`src/rtl/user_id_capture.sv`:
```
// Qualifies the tie-cell project ID over several identical samples, latches it, compares it
// against the expected ID and serves ID/status bytes through a registered read port.
module user_id_capture #(
  parameter logic [31:0] USER_PROJECT_ID = 32'h0,
  parameter int unsigned STABLE_CYCLES   = 4,
  parameter int unsigned MAX_RETRY       = 3
) (
`ifdef USE_POWER_PINS
  inout  wire         VDD,
  inout  wire         VSS,
`endif
  input  logic        wb_clk_i,
  input  logic        wb_rst_i,
  input  logic [31:0] mask_rev,
  input  logic        recapture,
  input  logic        rd_en,
  input  logic [2:0]  rd_addr,
  output logic [7:0]  rd_data,
  output logic        rd_ack,
  output logic [31:0] id_value,
  output logic        id_valid,
  output logic        id_error,
  output logic        id_mismatch
);

  typedef enum logic [1:0] {
    SAMPLE = 2'd0,
    DONE   = 2'd1,
    FAIL   = 2'd2
  } state_e;

  localparam logic [3:0] STABLE_LAST = 4'(STABLE_CYCLES - 1);
  localparam logic [3:0] RETRY_LIMIT = 4'(MAX_RETRY);

  state_e      state_q,      state_d;
  logic [31:0] prev_q,       prev_d;
  logic [3:0]  stableCnt_q,  stableCnt_d;
  logic [3:0]  retryCnt_q,   retryCnt_d;
  logic        primed_q,     primed_d;
  logic [31:0] idValue_q,    idValue_d;
  logic        idValid_q,    idValid_d;
  logic        idError_q,    idError_d;
  logic        idMismatch_q, idMismatch_d;
  logic [7:0]  rdData_q,     rdData_d;
  logic        rdAck_q,      rdAck_d;
  logic [3:0]  retryNext;

  always_ff @(posedge wb_clk_i) begin
    if (wb_rst_i) begin
      state_q      <= SAMPLE;
      prev_q       <= 32'h0;
      stableCnt_q  <= 4'h0;
      retryCnt_q   <= 4'h0;
      primed_q     <= 1'b0;
      idValue_q    <= 32'h0;
      idValid_q    <= 1'b0;
      idError_q    <= 1'b0;
      idMismatch_q <= 1'b0;
      rdData_q     <= 8'h00;
      rdAck_q      <= 1'b0;
    end else begin
      state_q      <= state_d;
      prev_q       <= prev_d;
      stableCnt_q  <= stableCnt_d;
      retryCnt_q   <= retryCnt_d;
      primed_q     <= primed_d;
      idValue_q    <= idValue_d;
      idValid_q    <= idValid_d;
      idError_q    <= idError_d;
      idMismatch_q <= idMismatch_d;
      rdData_q     <= rdData_d;
      rdAck_q      <= rdAck_d;
    end
  end

  // Reads mux the current registers, so a read on a capture edge sees pre-update contents.
  always_comb begin
    rdAck_d  = rd_en;
    rdData_d = rdData_q;
    if (rd_en) begin
      case (rd_addr)
        3'd0:    rdData_d = idValue_q[7:0];
        3'd1:    rdData_d = idValue_q[15:8];
        3'd2:    rdData_d = idValue_q[23:16];
        3'd3:    rdData_d = idValue_q[31:24];
        3'd4:    rdData_d = {5'b0, idMismatch_q, idError_q, idValid_q};
        default: rdData_d = 8'h00;
      endcase
    end
  end

  always_comb begin
    state_d      = state_q;
    prev_d       = prev_q;
    stableCnt_d  = stableCnt_q;
    retryCnt_d   = retryCnt_q;
    primed_d     = primed_q;
    idValue_d    = idValue_q;
    idValid_d    = idValid_q;
    idError_d    = idError_q;
    idMismatch_d = idMismatch_q;
    retryNext    = (retryCnt_q == 4'hF) ? retryCnt_q : retryCnt_q + 4'd1;

    if (recapture) begin
      state_d      = SAMPLE;
      stableCnt_d  = 4'h0;
      retryCnt_d   = 4'h0;
      primed_d     = 1'b0;
      idValid_d    = 1'b0;
      idError_d    = 1'b0;
      idMismatch_d = 1'b0;
    end else begin
      case (state_q)
        SAMPLE: begin
          prev_d = mask_rev;
          // The first sample after reset or recapture only seeds prev.
          if (!primed_q) begin
            primed_d = 1'b1;
          end else if (mask_rev == prev_q) begin
            if (stableCnt_q >= STABLE_LAST) begin
              idValue_d    = mask_rev;
              idValid_d    = 1'b1;
              idMismatch_d = (mask_rev != USER_PROJECT_ID);
              state_d      = DONE;
            end else if (stableCnt_q != 4'hF) begin
              stableCnt_d = stableCnt_q + 4'd1;
            end
          end else begin
            stableCnt_d = 4'h0;
            retryCnt_d  = retryNext;
            if (retryNext >= RETRY_LIMIT) begin
              idValue_d = mask_rev;
              idError_d = 1'b1;
              state_d   = FAIL;
            end
          end
        end
        DONE:    state_d = DONE;
        FAIL:    state_d = FAIL;
        default: state_d = SAMPLE;
      endcase
    end
  end

  assign rd_data     = rdData_q;
  assign rd_ack      = rdAck_q;
  assign id_value    = idValue_q;
  assign id_valid    = idValid_q;
  assign id_error    = idError_q;
  assign id_mismatch = idMismatch_q;

endmodule

```
`config.mk`:
```
export PLATFORM = sky130hd
export DESIGN_NAME = user_id_capture
export DESIGN_NICKNAME = d
export VERILOG_FILES = /design/src/rtl/user_id_capture.sv
export SDC_FILE = /design/constraint.sdc
export NUM_CORES = 1
export LEC_CHECK = 0
export CAP_MARGIN = 20
export CORE_MARGIN = 4
export CORE_UTILIZATION = 40
export CTS_CLUSTER_DIAMETER = 100
export DETAILED_ROUTE_END_ITERATION = 7
export DONT_BUFFER_PORTS = 1
export PLACE_DENSITY = 0.61
export SYNTH_ARGS = -nofsm -noshare
export SYNTH_HDL_FRONTEND = slang
export SYNTH_SLANG_ARGS = --single-unit
```
`constraint.sdc`:
```
create_clock -name wb_clk_i -period 2.63 [get_ports wb_clk_i]
set_clock_uncertainty 0.15 [all_clocks]
set_input_delay 0.1315 -clock wb_clk_i [delete_from_list [all_inputs] [get_ports wb_clk_i]]
set_output_delay 0.1315 -clock wb_clk_i [all_outputs]
set_load 0.05 [all_outputs]
```
==> results.md <==
* Cell variety after synth at 41
* Number of flops mapped to enable cells by yosys at 0
* Skew-Pair Late Insertion Delay at 0.36 ns
* Crit path largest cell delay at 0.57 ns
* Clk slew on worst S/H paths at 0.09 ns
* WP depth at 5
* Startpoint Class: flip-flop
* Met3 Use GR at 5.96%
* Main synth FF type: dfxtp_1
* R2R Path Start: id_value[27]
* Io pins at 83
* Max Cap Viol at 0
* Final setup fails at 0
* Yosys top cell by area: dfxtp_1
* Crit path DAT at 2.63 ns
* CTS sink cnt at 87
* Max rail drop VDD at 0.000283 V
* Met2 usage at 30.7%
* CTS tree: yes
* Share of cells above drive strength 1 at 10.9%
* Most frequent cell after synthesis: dfxtp_1
* NumNets Final at 487
* Placed instance count at 497
* Ys Warns at 0
* Hold Startpoint: mask_rev[7]
* Mapped cell area at 3710 µm²
* Met1 Use GR at 29.9%
* Synth Area per Inst at 9.14 µm²
* Async SR Flop Fraction at 0%
* DRT iter0 DRCs at 341
* Slew Limit Fails at 0
* CP endpoint kind: flip-flop
* Hold path depth at 4
* Leak pwr at 0.00172 µW
* Die area at 10900 µm²
* Seq/Total Area, Yosys at 46.9%
* Vias/cell at 5.83
* Die H at 104 µm
* Rows at 34
* CP cell instances: mux4_2 > a21oi_1 > dlygate4sd3_1 > nor2_1 > dlygate4sd3_1
* Tightest Pin Transition at 0.606 ns
* Gr usage total at 21.0%
* Initial Util at 41.8%
* Ant diodes at 0
* Hold Vio Cnt, Final at 0
* Commonest cells in the synthesized netlist: dfxtp_1, nand2_1, a21oi_1
* Register area at 1750 µm²
* GR peak layer: met2
* Sw power at 677 µW
* Core Footprint at 8890 µm²
* Hold EP: id_mismatch
* RePlAce Congestion at 0.844
* Clk pwr share at 37.4%
* FF-to-FF End: rd_data[3]
* Global-route wire length before repair at 17600 µm
* WS Path Type: reg -> reg
* Hpwl dp at 7310 µm
* Max Fclk at 395 MHz
* Die X at 104 µm
* Longest Clk Path Bufs at 2
* Critical path's most frequent cell: dlygate4sd3_1
* CTS Buf Count at 9
* Area of the multi-input gates at 1850 µm²
* Hold Crit Class: in -> reg
* Vias in the first global route at 2965
* Worst-path fanout max at 3
* Internal power at 1910 µW
* Relative max-transition margin at 59.5%
* Initial antenna violation count at 0
* Dominant cells by area after synthesis: dfxtp_1, xor2_1, nand2_1
* Drt first pass iters at 5
* #FFs+latches synth at 87
* Residual DRC at 0
* Non-Filler Instances at 559
* Gate power share at 9.0%
* Final Cycle Share at 96.2%
* H-tree levels at 3
* R2R cell count at 5
* Setup slack, reg-to-reg at 0.1 ns
* Worst EP required at 2.73 ns
* CP max stage cell: dlygate4sd3_1
* Minimum clock period at 2.53 ns
* Antenna Violating Nets Remaining at 0
* Worst path bufs/invs at 2
* Seq pwr share at 53.6%
* RSZ-0062 raised after global routing: false
* Post-synth top area share at 46.9%
* Routed wire length at 11700 µm
* Grt ovf at 0
* DR vias at 3258
* Largest delay contributor family on the critical path: buffers and inverters
* Setup TNS Final at 0 ns
* Sw Share at 26.2%
* Largest net degree at the start of global routing at 44
* Synth-to-layout area growth at 20.9%
* Routed WL per cell at 20.8 µm
* Power per cell area at 575 nW/µm²
* Clk root buf: clkbuf_8
* Port Buffers at 0
* Syn_nets at 447
* Outcome: complete, no violations
* Cells after Synth at 406
* Layout filler cell count at 816
==> worst min-delay path, stage by stage <==
cell and delay (ns):
nor4_1 0.03, nand4_1 0.06, nor2_1 0.05, a211oi_1 0.21
==> cells in the final DEF, fill, tap and decap left out, drive strengths merged, types with 4 or more instances in the layout <==
master	n
nand4	4
dlygate4sd3	45
buf	8
inv	4
nor2	18
o21ai	5
dfxtp	87
a22oi	6
a31oi	5
nor2b	13
clkbuf	9
nor3	8
xor2	32
a22o	32
nor4	17
nand2	74
mux4	5
a21oi	47
mux2	4
==> cell families (layout without fill, tap and decap cells) <==
logic type	Yosys count	after routing	share of synthesized area [%]
compound gates	101	101	17.8
xor+xnor	32	32	7.55
fa+ha+maj	2	2	0.674
buf+inv	25	70	3.54
flops	87	87	46.9
mux	11	11	4.79
simple gates	148	148	18.8
==> power groups by stage <==
stage                     Sequential [µW]  Clock [µW]  Combinational [µW]
after floorplan                      1410           0                 133
after global placement               1410           0                 137
after detailed placement             1420           0                 139
after CTS                            1380         982                 228
after global routing                 1390        1030                 249
final                                1380         967                 231
==> area by class of cell <==
cell class | count | area share, %
Clock inverter | 7 | 1.76
Clock buffer | 9 | 2.76
Sequential cell | 87 | 39.0
Tap cell | 108 | 3.01
Inverter | 1 | 0.0836
Timing Repair Buffer | 53 | 12.2
Multi-Input combinational cell | 294 | 41.2
==> metrics by stage <==
step           hold WS, ns  total power [µW]  setup WS [ns]  cell area (µm²)  utilization (%)
2_1_floorplan        0.107              1540          0.508             3710                -
6_report            0.0325              2580         0.0989             4490             50.5
5_1_grt             0.0671              2670         0.0557             4490             50.5
3_3_place_gp        0.0598              1550          0.226             3810             42.8
4_1_cts             0.0268              2590        0.00670             4480             50.4
3_5_place_dp        0.0613              1550          0.203             3810             42.8
==> sequential cells by signal, indices dropped and copies added, names as in the netlist <==
signal / cells
id_error: 1
id_mismatch: 1
id_valid: 1
id_value: 32
prev_q: 32
primed_q: 1
rd_ack: 1
rd_data: 8
retryCnt_q: 4
stableCnt_q: 4
state_q: 2
==> worst max path at each step <==
stage | start | endpoint | slack [ns]
detailed placement | prev_q[2] | stableCnt_q[0] | 0.20
floorplan | prev_q[22] | id_value[12] | 0.51
finish | id_value[27] | rd_data[3] | 0.1
CTS | id_value[29] | rd_data[5] | 0.007
global route | prev_q[2] | stableCnt_q[0] | 0.06
global placement | prev_q[2] | stableCnt_q[0] | 0.23
==> timing repair <==
item | CTS | global route
resized for setup | 0 | 8
hold buffers | 46 | 0
endpoints found under the hold margin | 87 | 0
endpoints found under the setup margin | 0 | 2
buffers inserted | 0 | 0
==> metal layers <==
metal	share of wire (%)	vias to the layer above
met5	0	-
met4	1.5	0
met3	10	24
met2	43	168
met1	45	1535
li1	-	1531
Power figures use the tool's default switching activity.
